--- src/rtl/cfg_sram_chain.sv ---
// Serially loaded configuration word: MSB-first shift register with a shadow
// output register so the fabric only ever sees complete, committed words.
module cfg_sram_chain #(
    parameter int               WIDTH     = 16,
    parameter logic [WIDTH-1:0] RESET_VAL = '0
) (
    input  logic             clk,
    input  logic             reset,
    input  logic             cfg_start,
    input  logic             cfg_valid,
    input  logic             cfg_bit,
    input  logic             readback,
    output logic [WIDTH-1:0] cfg_out,
    output logic             chain_out,
    output logic             busy,
    output logic             done,
    output logic             err
);

    localparam int             CW   = $clog2(WIDTH);
    localparam logic [CW-1:0]  LAST = CW'(WIDTH - 1);

    typedef enum logic [1:0] {
        IDLE   = 2'd0,
        SHIFT  = 2'd1,
        COMMIT = 2'd2,
        LOADED = 2'd3
    } state_t;

    state_t           state_q, state_d;
    logic [WIDTH-1:0] shift_q, shift_d;
    logic [WIDTH-1:0] cfg_q, cfg_d;
    logic [CW-1:0]    count_q, count_d;
    logic             err_q, err_d;
    logic             busy_q, busy_d;
    logic             done_q, done_d;

    always_ff @(posedge clk) begin
        if (reset) begin
            state_q <= IDLE;
            shift_q <= '0;
            cfg_q   <= RESET_VAL;
            count_q <= '0;
            err_q   <= 1'b0;
            busy_q  <= 1'b0;
            done_q  <= 1'b0;
        end else begin
            state_q <= state_d;
            shift_q <= shift_d;
            cfg_q   <= cfg_d;
            count_q <= count_d;
            err_q   <= err_d;
            busy_q  <= busy_d;
            done_q  <= done_d;
        end
    end

    always_comb begin
        state_d = state_q;
        shift_d = shift_q;
        cfg_d   = cfg_q;
        count_d = count_q;
        err_d   = err_q;
        unique case (state_q)
            IDLE, LOADED: begin
                // Readback and start may coincide: the old word is then
                // shifted out on chain_out while the new one shifts in.
                if (readback) begin
                    shift_d = cfg_q;
                end
                if (cfg_start) begin
                    state_d = SHIFT;
                    count_d = '0;
                    err_d   = 1'b0;
                end
            end
            SHIFT: begin
                if (cfg_start) begin
                    err_d   = 1'b1;
                    count_d = '0;
                end else if (cfg_valid) begin
                    shift_d = {shift_q[WIDTH-2:0], cfg_bit};
                    if (count_q == LAST) begin
                        count_d = '0;
                        state_d = COMMIT;
                    end else begin
                        count_d = count_q + CW'(1);
                    end
                end
            end
            COMMIT: begin
                cfg_d   = shift_q;
                state_d = LOADED;
            end
            default: state_d = IDLE;
        endcase
    end

    // Status flags are registered one cycle behind the state, so done rises
    // the cycle after the new word appears on cfg_out.
    always_comb begin
        busy_d = (state_q == SHIFT) || (state_q == COMMIT);
        done_d = (state_q == LOADED) && (state_d == LOADED);
    end

    assign cfg_out   = cfg_q;
    assign chain_out = shift_q[WIDTH-1];
    assign busy      = busy_q;
    assign done      = done_q;
    assign err       = err_q;

endmodule

--- config.mk ---
export PLATFORM = sky130hd
export DESIGN_NAME = cfg_sram_chain
export DESIGN_NICKNAME = d
export VERILOG_FILES = /design/src/rtl/cfg_sram_chain.sv
export SDC_FILE = /design/constraint.sdc
export NUM_CORES = 1
export LEC_CHECK = 0
export ABC_AREA = 0
export CAP_MARGIN = 10
export CORE_MARGIN = 5
export CORE_UTILIZATION = 48
export DETAILED_ROUTE_END_ITERATION = 10
export GPL_TIMING_DRIVEN = 0
export PLACE_DENSITY = 0.75
export SYNTH_ARGS = -nofsm -noshare
export SYNTH_HDL_FRONTEND = slang
export SYNTH_SLANG_ARGS = --single-unit
--- constraint.sdc ---
create_clock -name clk -period 1.7 [get_ports clk]
set_input_delay 0.255 -clock clk [delete_from_list [all_inputs] [get_ports clk]]
set_output_delay 0.255 -clock clk [all_outputs]
set_load 0.01 [all_outputs]
==> impl_metrics.csv, run 1 <==
group,metric,value,unit
critical_path,path_buf_inv,3,
worst_hold_path,worstHoldPathCells,4,
detailed_routing,drt_iter0_markers,75,
timing,setup_viol,0,
yosys,yosysWarnings,0,
clocking,cts_root_buf,"clkbuf_8",
placed_design,portBuffers,25,
floorplan,initial_core_util,49.2,%
cells_and_area,nets,228,
floorplan,std_cell_rows,22,
clocking,clock_latency,0.29,ns
yosys,syn_area,1790,um^2
worst_hold_path,hold_path_class,"input port to flop",
critical_path,start_kind,"flop",
yosys,syn_nets,191,
grt,grt_busiest_layer,"met2",
flow_run,drv_cap,0,
cells_and_area,n_fill_cell,312,
yosys,yosysTopAreaCellShare,45.9,%
yosys,seq_area_frac_synth,45.9,%
clocking,clk_pin_slew,0.08,ns
critical_path,critPathSlowestCell,"dfxtp_4",
placed_design,gp_congestion,0.815,
timing,tightest_slew,0.646,ns
grt,track_usage,17.4,%
timing,worst_clock_skew,0.00671,ns
grt,grt_max_degree,13,
cells_and_area,layout-drive-gt1-share,18.7,%
timing,tns,0,ns
timing,drv_slew,0,
critical_path,endpoint_kind,"flop",
timing,slew_headroom,56.9,%
timing,holdWs,0.442,ns
floorplan,die_w,71.0,um
worst_hold_path,min_from,"cfg_start",
critical_path,critical_path_class,"flop to flop",
placed_design,hpwlAfterDp,2.79,mm
floorplan,dieArea,5040,um^2
floorplan,coreArea,3630,um^2
yosys,yosysUniqueCellTypes,32,
yosys,synth_top_cell_by_area,"dfxtp_1",
clocking,cts_htree_levels,2,
critical_path,cpPeakStageDelay,0.39,ns
critical_path,worst-path-stages,8,
cells_and_area,area_growth,32.6,%
yosys,synthCells,181,
timing,finalCriticalPeriod,1.65,ns
yosys,ys_async_sr_fraction,0,%
critical_path,worstPathCellList,"inv_4, ha_4, nor2b_4, a211oi_4, buf_6, buf_6, nor2_1, a211oi_1",
critical_path,cp_max_fo,7,
cells_and_area,diodes,0,
floorplan,die_y,71.0,um
worst_hold_path,min_to,"count_q[2]",
critical_path,reg2reg_depth,8,
critical_path,required,1.91,ns
grt,antenna_found_initial,0,
timing,min_period_over_period,96.9,%
cells_and_area,multi_input_comb_area,953,um^2
critical_path,cpMostUsedCell,"buf_6",
grt,met1_usage,18.5,%
yosys,synth_most_common_cell,"dfxtp_1",
placed_design,place_ws,-0.266,ns
critical_path,r2r_end,"shift_q[3]",
power,pwr_density_cell,972,nW/um^2
grt,overflow,0,
run_status,status,"complete, no violations",
timing,setup_ws,0.0520,ns
clocking,cts-buffers-inserted,5,
grt,grt_use_met2,31.6,%
detailed_routing,vias,1431,
critical_path,reg2reg_slack,0.05,ns
detailed_routing,routed_wl,4.14,mm
detailed_routing,routed_via_density,5.36,
power,power_leakage,0.849,nW
timing,rsz0062_at_grt,"yes",
critical_path,crit_family,"compound AO/OA/AOI/OAI gates",
grt,grtUsageMet3,4.69,%
yosys,synthTopCellsByCount,"dfxtp_1, nor2_1, mux2i_1, a211oi_1, o21ai_0",
floorplan,num_io_pins,26,
detailed_routing,wire_per_inst,15.5,um
yosys,synth_area_per_cell,9.87,um^2
cells_and_area,utilization,65.2,%
detailed_routing,drc_errors,0,
yosys,synth_seq_cells,41,
power,max-vdd-ir-drop,0.591,mV
clocking,cts_sinks,41,
critical_path,regToRegStartpoint,"state_q[0]",
clocking,cts_buffer_depth,2,
detailed_routing,drtPass1Iterations,4,
critical_path,arrival,1.86,ns
detailed_routing,antenna_left,0,
yosys,synth_flop_cell,"dfxtp_1",
yosys,synth_area_leaders,"dfxtp_1, mux2i_1, nor2_1, a211oi_1, a211oi_2",
yosys,synth_edf_count,0,
timing,finalHoldViolCount,0,
timing,max_clock_freq,607,MHz
clocking,tritoncts,"done",
cells_and_area,register_area,828,um^2
grt,grt_pass1_wl,6.93,mm
grt,grt_pass1_vias,1512,
## worst max path at each step
stage / start / to
6_report: state_q[0] / shift_q[3]
3_3_place_gp: cfg_start / shift_q[8]
2_1_floorplan: state_q[0] / shift_q[15]
3_5_place_dp: cfg_start / shift_q[15]
5_1_grt: state_q[1] / count_q[3]
4_1_cts: state_q[0] / shift_q[10]
## layout make-up
cell class / count / share of cell area (%)
multi-input combinational: 125 / 40.2
sequential: 41 / 35.0
timing repair buffer: 30 / 13.0
clock buffer: 7 / 3.64
buffer: 11 / 3.59
tap: 48 / 2.53
clock inverter: 1 / 1.27
inverter: 4 / 0.739
## tightest hold or removal path: cells and delay by family
kind / cells / cell delay, ns
buffers and inverters: 1 / 0.23
AND/OR/NAND/NOR: 3 / 0.21
## registers in the layout (all words and copies together), names as in the netlist
name / flops
state_q: 2
busy: 1
shift_q: 16
done: 1
cfg_out: 16
count_q: 4
err: 1
## cells by family (layout without fill, tap and decap cells)
group	after synthesis	count (layout)	share of synthesized area, %
compound gates	31	31	14.0
xor+xnor	1	1	0.490
fa+ha+maj	4	4	2.80
buf+inv	15	53	4.06
flops	41	41	45.9
mux	32	32	17.9
simple gates	57	57	14.8
## per-layer routing
| metal | vias to the layer above | wire (um) |
|---|---|---|
| met1 | 684 | 1750 |
| met3 | 8 | 147 |
| li1 | 714 | - |
| met4 | 0 | 95 |
| met5 | - | 0 |
| met2 | 25 | 2150 |
## cells in the final DEF (no fill, tap or decap), drive strengths merged
master,n
o21ai,5
buf,11
xnor2,1
o221ai,1
or4,2
nand3,2
ha,4
inv,4
a21o,1
o211ai,1
dfxtp,41
and2b,1
a211oi,17
a31oi,1
and3,1
nor3b,1
nand2b,2
mux2i,32
nor2b,2
a21oi,4
nand2,4
and4,1
bufinv,1
o311ai,1
clkdlybuf4s50,24
dlymetal6s2s,1
nor3,2
nor4,1
clkbuf,12
nor2,38
## power breakdown
part,internal (mW),leakage [nW],switching [mW]
registers,1.02,0.335,0.0520
logic,0.209,0.455,0.215
clock network,0.479,0.0585,0.328
total,1.71,0.849,0.595
## repair_timing
item | 4_1_cts | 5_1_grt
buffers inserted | 2 | 1
resized for setup | 11 | 19
gates cloned | 1 | 1
hold buffers | 0 | 0
pin swaps | 2 | 10
endpoints found under the setup margin | 28 | 28
## stage by stage
step,power (mW),instance area (um^2),instances
finish,2.30,2370,267
global route,2.41,2370,267
CTS,2.26,2270,265
detailed placement,1.42,2100,254
global placement,1.40,2100,254
floorplan,1.32,1790,181
Power figures use the tool's default switching activity.
==> inputs of run 2 (changes only) <==
--- a/config.mk
+++ b/config.mk
@@ -6,8 +6,8 @@
 export NUM_CORES = 1
 export LEC_CHECK = 0
 export ABC_AREA = 0
-export CAP_MARGIN = 10
-export CORE_MARGIN = 5
+export CAP_MARGIN = 20
+export CORE_MARGIN = 2
 export CORE_UTILIZATION = 48
 export DETAILED_ROUTE_END_ITERATION = 10
 export GPL_TIMING_DRIVEN = 0
==> run 2 against run 1 <==
Net effect:
- sequential cell count did not move
- first-iteration DRC count is 24% lower
- worst hold slack worse by 0.0026 ns
- clock-buffer cell count unchanged
- die area down 16%
- sequential share of layout area increased by 0.21 points
- routed wire length rose by 1.6%
- power shrank 7.0%
- critical path depth decreased by 2
- largest cell class unchanged
- highest routed layer unchanged
==> impl_metrics.csv, run 2 (synthesized netlist as in run 1, its figures left out) <==
group,metric,value,unit
detailed_routing,routed_wl,4.20,mm
critical_path,reg2reg_depth,6,
critical_path,critPathSlowestCell,"or4_4",
clocking,cts_sinks,41,
critical_path,start_kind,"flop",
worst_hold_path,min_from,"cfg_start",
placed_design,dpl.cell_count,254,
floorplan,die_y,65.0,um
timing,rsz0062_at_grt,"yes",
critical_path,critical_path_class,"flop to flop",
power,pwr_density_cell,912,nW/um^2
detailed_routing,drc_errors,0,
timing,finalHoldViolCount,0,
cells_and_area,final_cells,268,
timing,finalCriticalPeriod,1.67,ns
worst_hold_path,hold_path_class,"input port to flop",
floorplan,num_io_pins,26,
grt,grt_pass1_wl,6.90,mm
timing,min_period_over_period,98.2,%
worst_hold_path,min_to,"count_q[2]",
critical_path,arrival,1.89,ns
timing,tns,0,ns
floorplan,die_w,65.0,um
clocking,cts-buffers-inserted,5,
cells_and_area,area_growth,31.4,%
clocking,cts_root_buf,"clkbuf_8",
timing,worst_clock_skew,0.00309,ns
power,power_leakage,0.843,nW
detailed_routing,antenna_left,0,
floorplan,initial_core_util,49.5,%
placed_design,postPlaceCellArea,2100,um^2
placed_design,portBuffers,25,
timing,max_clock_freq,599,MHz
detailed_routing,drtPass1Iterations,4,
cells_and_area,most-common-layout-cells,"dfxtp_1, nor2_1, mux2i_1",
power,p_total,2.14,mW
cells_and_area,layout-drive-gt1-share,19.1,%
detailed_routing,wl_met3,131,um
timing,setup_viol,0,
critical_path,crit_family,"simple AND/OR/NAND/NOR gates",
cells_and_area,nets,230,
critical_path,path_buf_inv,1,
clocking,clock_latency,0.29,ns
critical_path,cpPeakStageDelay,0.51,ns
power,max-vdd-ir-drop,0.827,mV
grt,overflow,0,
critical_path,r2r_end,"count_q[3]",
grt,track_usage,21.3,%
critical_path,endpoint_kind,"flop",
cells_and_area,final_common_cell,"dfxtp_1",
clocking,clk_pin_slew,0.07,ns
clocking,tritoncts,"done",
floorplan,dieArea,4230,um^2
detailed_routing,wl_met1,1.82,mm
timing,tightest_slew,0.609,ns
grt,grt_max_degree,12,
clocking,cts_buffer_depth,2,
detailed_routing,routed_via_density,5.49,
run_status,status,"complete, no violations",
timing,drv_slew,0,
clocking,cts_htree_levels,2,
placed_design,hpwlAfterDp,2.69,mm
critical_path,worstPathCellList,"inv_1, ha_2, nand2b_2, o221ai_2, or4_4, a21oi_2",
critical_path,regToRegStartpoint,"state_q[1]",
grt,grt_pass1_vias,1511,
timing,slew_headroom,59.4,%
flow_run,drv_cap,0,
detailed_routing,vias,1471,
critical_path,cp_max_fo,5,
grt,antenna_found_initial,0,
cells_and_area,fin_area,2350,um^2
critical_path,required,1.92,ns
worst_hold_path,worstHoldPathCells,4,
floorplan,std_cell_rows,22,
floorplan,coreArea,3610,um^2
critical_path,reg2reg_slack,0.03,ns
placed_design,place_ws,-0.244,ns
detailed_routing,wl_met2,2.16,mm
cells_and_area,utilization,65.1,%
detailed_routing,wire_per_inst,15.7,um
placed_design,gp_congestion,0.815,
detailed_routing,top_layer,"met4",
clocking,cts_hold_buf,0,
detailed_routing,drt_iter0_markers,57,
timing,setup_ws,0.0312,ns
timing,holdWs,0.440,ns
critical_path,worstSetupStartpoint,"state_q[1]",
cells_and_area,diodes,0,
==> run 2: worst reg2reg max path, stage by stage (launching register included) <==
cell and delay [ns]:
dfxtp_4 0.37, inv_1 0.06, ha_2 0.23, nand2b_2 0.13
o221ai_2 0.14, or4_4 0.51, a21oi_2 0.16
==> run 2: power breakdown <==
group	switching, mW	internal (mW)
clock network	0.311	0.322
logic	0.225	0.214
registers	0.0487	1.02
==> run 2: metal layers <==
metal  GRT usage (%)  up-vias
met5               0        -
met4            9.38        0
met3            4.34       12
met2            36.7       30
met1            25.4      711
li1                -      718
==> run 2: cell type report <==
class	instances	area (um^2)
timing repair buffer	32	325
tap	48	60.1
buffer	11	85.1
inverter	4	15.0
multi-input combinational	125	951
clock buffer	7	86.3
sequential	41	826
fill	293	1260
==> run 2: worst max path at each step <==
stage / to / slack, ns / cells after the start
2_1_floorplan: shift_q[15] / 0.01 / 7
3_3_place_gp: shift_q[5] / -0.18 / 6
3_5_place_dp: count_q[3] / -0.24 / 5
4_1_cts: shift_q[4] / 0.02 / 7
5_1_grt: count_q[3] / -0.04 / 6
6_report: count_q[3] / 0.03 / 6
==> run 2: what timing repair did <==
item / CTS / global route
gates resized for setup: 10 / 20
gates cloned: 1 / 0
pin swaps: 2 / 10
buffers inserted: 5 / 1
endpoints found under the setup margin: 28 / 28
